--- src/rtl/cheshire_reg_err_slv.sv ---
// Error slave for the register demux: terminates every access routed to its error port.
// Latency: response strobe RespLatency+1 cycles after the request is first seen.
// Backpressure: the master holds req_valid_i until rsp_ready_o; dropping it early aborts the access.
//
// Optional logging is enabled by defining CHESHIRE_REG_ERR_LOG_EN. Without it the err_* outputs
// and err_irq_o are tied low and err_clear_i is ignored; the response path is the same in both builds.
//
// Ports:
//   clk_i, rst_ni                      clock, asynchronous active-low reset
//   req_valid_i/req_write_i/req_addr_i incoming register request (held until rsp_ready_o)
//   rsp_ready_o/rsp_error_o/rsp_rdata_o one-cycle error response; error/rdata are zero otherwise
//   err_clear_i                        clears capture, count and irq
//   err_valid_o/err_addr_o/err_write_o first captured fault since the last clear
//   err_count_o                        saturating fault count
//   err_irq_o                          level interrupt, mirrors err_valid_o
module cheshire_reg_err_slv #(
  parameter int unsigned          AddrWidth   = 48,
  parameter int unsigned          DataWidth   = 32,
  parameter int unsigned          RespLatency = 2,
  parameter logic [DataWidth-1:0] ErrRdata    = DataWidth'(32'hBADCAB1E),
  parameter int unsigned          CntWidth    = 16
) (
  input  logic                 clk_i,
  input  logic                 rst_ni,
  input  logic                 req_valid_i,
  input  logic                 req_write_i,
  input  logic [AddrWidth-1:0] req_addr_i,
  output logic                 rsp_ready_o,
  output logic                 rsp_error_o,
  output logic [DataWidth-1:0] rsp_rdata_o,
  input  logic                 err_clear_i,
  output logic                 err_valid_o,
  output logic [AddrWidth-1:0] err_addr_o,
  output logic                 err_write_o,
  output logic [CntWidth-1:0]  err_count_o,
  output logic                 err_irq_o
);

  typedef enum logic [1:0] {
    StIdle = 2'd0,
    StWait = 2'd1,
    StResp = 2'd2
  } state_e;

  localparam logic [3:0] LatInit = 4'(RespLatency);

  state_e     state_q, state_d;
  logic [3:0] cnt_q, cnt_d;

  always_ff @(posedge clk_i or negedge rst_ni) begin
    if (!rst_ni) begin
      state_q <= StIdle;
      cnt_q   <= '0;
    end else begin
      state_q <= state_d;
      cnt_q   <= cnt_d;
    end
  end

  always_comb begin
    state_d = state_q;
    cnt_d   = cnt_q;
    unique case (state_q)
      StIdle: begin
        if (req_valid_i) begin
          if (LatInit == 4'd0) begin
            state_d = StResp;
          end else begin
            state_d = StWait;
            cnt_d   = LatInit;
          end
        end
      end
      StWait: begin
        // A master that withdraws its request mid-wait gets no response and leaves no log entry.
        if (!req_valid_i) begin
          state_d = StIdle;
          cnt_d   = '0;
        end else if (cnt_q == 4'd1) begin
          state_d = StResp;
          cnt_d   = '0;
        end else begin
          cnt_d = cnt_q - 4'd1;
        end
      end
      StResp: begin
        state_d = StIdle;
      end
      default: begin
        state_d = StIdle;
        cnt_d   = '0;
      end
    endcase
  end

  assign rsp_ready_o = (state_q == StResp);
  assign rsp_error_o = rsp_ready_o;
  assign rsp_rdata_o = rsp_ready_o ? ErrRdata : '0;

`ifdef CHESHIRE_REG_ERR_LOG_EN
  logic                 err_valid_q, err_valid_d;
  logic [AddrWidth-1:0] err_addr_q,  err_addr_d;
  logic                 err_write_q, err_write_d;
  logic [CntWidth-1:0]  err_count_q, err_count_d;

  always_ff @(posedge clk_i or negedge rst_ni) begin
    if (!rst_ni) begin
      err_valid_q <= 1'b0;
      err_addr_q  <= '0;
      err_write_q <= 1'b0;
      err_count_q <= '0;
    end else begin
      err_valid_q <= err_valid_d;
      err_addr_q  <= err_addr_d;
      err_write_q <= err_write_d;
      err_count_q <= err_count_d;
    end
  end

  // Clear is applied first so that a fault logged in the same cycle survives it
  // and becomes the new first capture with a count of one.
  always_comb begin
    err_valid_d = err_valid_q;
    err_addr_d  = err_addr_q;
    err_write_d = err_write_q;
    err_count_d = err_count_q;
    if (err_clear_i) begin
      err_valid_d = 1'b0;
      err_addr_d  = '0;
      err_write_d = 1'b0;
      err_count_d = '0;
    end
    // The fault is logged as the response goes out; the master still holds its request then.
    if (rsp_ready_o) begin
      if (!err_valid_d) begin
        err_valid_d = 1'b1;
        err_addr_d  = req_addr_i;
        err_write_d = req_write_i;
      end
      if (err_count_d != {CntWidth{1'b1}}) begin
        err_count_d = err_count_d + CntWidth'(1);
      end
    end
  end

  assign err_valid_o = err_valid_q;
  assign err_addr_o  = err_addr_q;
  assign err_write_o = err_write_q;
  assign err_count_o = err_count_q;
  assign err_irq_o   = err_valid_q;
`else
  // Request attributes and clear only feed the log, which is absent in this build.
  logic unused_log_inputs;
  assign unused_log_inputs = ^{err_clear_i, req_write_i, req_addr_i};

  assign err_valid_o = 1'b0;
  assign err_addr_o  = '0;
  assign err_write_o = 1'b0;
  assign err_count_o = '0;
  assign err_irq_o   = 1'b0;
`endif

endmodule

--- config.mk ---
export PLATFORM = sky130hd
export DESIGN_NAME = cheshire_reg_err_slv
export DESIGN_NICKNAME = d
export VERILOG_FILES = /design/src/rtl/cheshire_reg_err_slv.sv
export SDC_FILE = /design/constraint.sdc
export NUM_CORES = 1
export LEC_CHECK = 0
export BUFFER_PORTS_ARGS = -buffer_cell sky130_fd_sc_hd__buf_2
export CAP_MARGIN = 10
export CORE_UTILIZATION = 28
export CTS_CLUSTER_SIZE = 8
export DETAILED_ROUTE_END_ITERATION = 7
export GPL_ROUTABILITY_DRIVEN = 1
export GPL_TIMING_DRIVEN = 0
export PLACE_DENSITY_LB_ADDON = 0.25
export SLEW_MARGIN = 20
export SYNTH_ARGS = -nofsm -noshare
export SYNTH_HDL_FRONTEND = slang
export SYNTH_SLANG_ARGS = --single-unit
export TNS_END_PERCENT = 5
--- constraint.sdc ---
create_clock -name clk_i -period 1.8 [get_ports clk_i]
set_clock_uncertainty 0.1 [all_clocks]
set_input_delay 0.36 -clock clk_i [delete_from_list [all_inputs] [get_ports clk_i]]
set_output_delay 0.36 -clock clk_i [all_outputs]
set_load 0.005 [all_outputs]
# Word level (Yosys, flattened, before mapping)
# Index checks and enable logic that the tools add are counted.
# W data, S select, Z words.
dict set report word_totals {
  reg_bits 6
  latchBits 0
  ram_bits 0
  mem_bits_ro 0
  output_inout_bits 101
  elab_cells 21
  mem_count 0
}
dict set report classes {
  n_addsub 1
  mul 0
  n_div 0
  order_cmp 0
  n_eq_ne 5
  n_shift 0
  n_mux 9
  n_bitwise 1
  reduce_logical 3
}
# cell count
set op_table {}
lappend op_table {{$mux W32} 1}
lappend op_table {{$mux W4} 3}
lappend op_table {{$pmux W4 S3} 1}
lappend op_table {{$mux W2} 3}
lappend op_table {{$eq A4 B1 Y1 const B} 1}
lappend op_table {{$pmux W2 S2} 1}
lappend op_table {{$reduce_and A2 Y1} 2}
lappend op_table {{$sub A4 B1 Y4 const B} 1}
lappend op_table {{$ne A3 B3 Y1 const B} 1}
lappend op_table {{$eq A2 B1 Y1 const B} 1}
lappend op_table {{$eq A2 B2 Y1 const B} 1}
lappend op_table {{$logic_not A2 Y1} 1}
lappend op_table {{$ne A2 B2 Y1 const B} 1}
lappend op_table {{$not A1 Y1} 1}

# Logic depth before layout (Yosys ltp)
dict set report depth {
  word_depth 4
  ltp_mapped 5
  ltp_nobuf 5
}

# Worst setup path before layout
# Ideal clock, no wire load.
dict set report synth_timing {
  path_kind {register to output}
  startpoint {reg state_q[0]}
  endpoint {out rsp_rdata_o[11]}
  arrival_time_ns 1.441
  required_time_ns 1.340
  setup_slack_ns -0.101
  stages_incl_launch_ff 3
  path_cell_list {dfrtp_1 > nor2b_1 > buf_4}
}
dict set report synth_between {
  elab_chain_cells 2
}
# element line
set synth_lines {}
lappend synth_lines {{start: declaration} 47} ;# state_e state_q, state_d;
lappend synth_lines {{start signal: assignment} 52} ;# state_q <= StIdle;
lappend synth_lines {{start signal: assignment} 55} ;# state_q <= state_d;
lappend synth_lines {{$eq A2 B2 Y1} 96} ;# assign rsp_ready_o = (state_q == StResp);
lappend synth_lines {{named net rsp_error_o} 29} ;# output logic rsp_error_o,
lappend synth_lines {{$mux W32} 98} ;# assign rsp_rdata_o = rsp_ready_o ? ErrRdata : '0;
lappend synth_lines {{end: declaration} 30} ;# output logic [DataWidth-1:0] rsp_rdata_o,
# The timed path passes the listed nets, and every way through them passes these cells.

# Worst setup path in the final report
dict set report layout_timing {
  startpoint {reg state_q[0]}
  endpoint {out rsp_rdata_o[1]}
}
dict set report layout_between {
  elab_chain_cells 2
}
# element line
set layout_lines {}
lappend layout_lines {{$eq A2 B2 Y1} 96}
lappend layout_lines {{$mux W32} 98}
# Every way passes these cells.

==> results by group <==
Drt
  – Final wirelength: 1620 um
  – 1st-pass router iterations: 3
  – Via density: 2.82
  – DR WL/cell: 5.64 um
  – Initial DRC Count: 10
  – Post-DRT Antenna Nets: 0
  – Via count: 811
  – # DRC: 0

Clock network
  – CTS sink cnt: 6
  – Worst-Skew Late Latency: 0.22 ns
  – # Post-CTS Setup Buffers: 0
  – Num CTS Buffers: 3
  – CTS tree: yes
  – Clock root buffer: clkbuf_8
  – Clk slew on worst S/H paths: 0.03 ns
  – H-tree depth: 1
  – Max Root-Sink Buffers: 2

Cells and area
  – Most common cell after layout, fill and taps aside: buf_4
  – Fin nets: 297
  – Share of layout cells above drive strength 1: 0.542
  – Commonest non-fill, non-tap cells in the layout: buf_4, conb_1, buf_2
  – Fin util: 0.441
  – Cell Count, Final, Fillers Out: 288
  – Layout area overhead: 50.5%
  – ANT cells: 0

Synth
  – Warning count from the yosys run: 0
  – Syn Area/Cell: 8.13 um^2
  – Netlist Area Pre-Place: 1080 um^2
  – Yosys cell types: 22
  – Post-Syn Instances: 133
  – Flops & latches, synth: 6
  – Seq/Total Area, Yosys: 0.139

Setup path
  – Critical path's slowest cell: dfrtp_2
  – Crit-path max cell delay: 0.48 ns
  – Crit-path leading delay family: flip-flops
  – Critical Path RT: 1.34 ns
  – Worst setup SP type: flip-flop
  – Worst path arrival time: 1.21 ns
  – Crit Path Class: reg2out
  – Critical path peak fanout: 11
  – Cells along the critical path: nor2b_4 -> buf_4 -> buf_2
  – Buf+Inv Stages, Crit Path: 2
  – CP Capture Type: output pin

Die
  – # rows: 22
  – Die width: 64.1 um
  – Die ar.: 4110 um^2
  – Die Height: 64.1 um
  – Num ports: 154
  – Core area: 3690 um^2
  – Starting density of the core: 0.293

Timing
  – Worst hold slack: 0.371 ns
  – RSZ-0062 raised after global routing: false
  – Setup-failing EPs final: 0
  – Fmax: 598 MHz
  – Max-slew violations: 0
  – Final period utilization: 0.929
  – Final hold viol count: 0
  – Crit path time final: 1.67 ns

Run status
  – Status: finished, final reports clean

Global route
  – Grt ovf: 0
  – First-pass GRT wire length: 2300 um
  – GRT Util Overall: 0.0721
  – Vias in the first global route: 549
  – Initial antenna violation count: 0
  – Pin count of the biggest net entering global routing: 12

Placed design
  – Detail Placement HPWL: 1450 um
  – Placed cell count: 283
  – Port Buffer Count: 23
  – Routability Congestion: 0.740

Hold path
  – Hold Path Class: in2reg

Power and ir drop
  – PwrDens: 404 nW/um^2
  – Maximum vdd ir drop: 0.203 mV
  – Leakage: 1.13 nW

Run
  – Number of max-cap violations: 0
## stage by stage
step	power, mW	cell area (um^2)	TNS [ns]	worst slack, ns
after floorplan	0.417	1380	0	0.208
after global placement	0.449	1560	-0.710	-0.0387
after detailed placement	0.453	1560	-0.802	-0.0441
after CTS	0.658	1630	0	0.0559
after global routing	0.708	1630	0	0.0405
final	0.658	1630	0	0.129
## sequential cells by signal (all words and copies together) (netlist names)
signal,cells
state_q,2
cnt_q,4
## worst paths after layout
check | start | endpoint | slack [ns] | cells after the start
hold reg to reg | cnt_q[0] | cnt_q[0] | 0.46 | 1
max in group asynchronous | rst_ni | state_q[0] | 1.04 | 2
hold / removal | req_valid_i | state_q[0] | 0.37 | 3
setup / recovery | state_q[0] | rsp_rdata_o[1] | 0.13 | 3
setup reg to reg | cnt_q[0] | cnt_q[3] | 0.27 | 4
min in group asynchronous | rst_ni | cnt_q[3] | 0.40 | 2
## metal layers
metal	GRT usage	up-vias	wire, um
li1	-	457	-
met1	0.0720	298	571
met2	0.129	52	824
met3	0.0143	4	189
met4	0.0583	0	38
met5	0	-	0
## tightest hold or removal path, cell delays in order
cell	delay, ns
buf_2	0.11
nand2b_1	0.12
a21oi_1	0.06
## report_power, final
group | switching, mW | leakage, nW | internal, mW | total [mW]
sequential | 0.0270 | 0.0762 | 0.158 | 0.185
combinational | 0.107 | 1.03 | 0.169 | 0.277
clock | 0.0532 | 0.0216 | 0.143 | 0.196
total | 0.188 | 1.13 | 0.470 | 0.658
## cell usage after synthesis
| library cell | n | area, um^2 |
|---|---|---|
| nand3b_1 | 2 | 15.0 |
| a21oi_1 | 1 | 5.00 |
| nand2b_1 | 1 | 6.26 |
| o22ai_1 | 1 | 6.26 |
| a211o_1 | 1 | 8.76 |
| nor3_1 | 1 | 5.00 |
| nor4b_1 | 1 | 8.76 |
| and2b_1 | 1 | 7.51 |
| or4_1 | 1 | 7.51 |
| nand3_1 | 1 | 5.00 |
| ha_1 | 2 | 25.0 |
| buf_4 | 100 | 751 |
| nand4_1 | 1 | 6.26 |
| dfrtp_1 | 6 | 150 |
| nor2b_1 | 3 | 18.8 |
| nor3b_1 | 2 | 15.0 |
| a21o_2 | 1 | 8.76 |
| or3_1 | 1 | 6.26 |
| inv_1 | 2 | 7.51 |
| and3_1 | 1 | 6.26 |
| conb_1 | 1 | 3.75 |
| nor2_1 | 2 | 7.51 |
## cell type report
type / instances / area (um^2)
fillers: 396 / 2060
plain buffers: 100 / 751
multi-input cells: 105 / 490
flip-flops and latches: 6 / 151
repair buffers: 24 / 125
well taps: 48 / 60.1
clock buffers: 3 / 41.3
inverters: 2 / 7.51
## cells by family after synthesis
family / after synthesis / share of synthesized area
simple gates: 18 / 0.106
other cells: 1 / 0.00347
fa+ha+maj: 2 / 0.0231
buf+inv: 102 / 0.701
compound gates: 4 / 0.0266
flops: 6 / 0.139
## repair_timing
action                                 4_1_cts  5_1_grt
gates cloned                                 1        0
hold buffers                                 1        0
setup endpoints to repair                   21       15
endpoints found under the hold margin        6        0
gates resized for setup                      2        1
No activity file was read; power rests on OpenSTA's default activity.
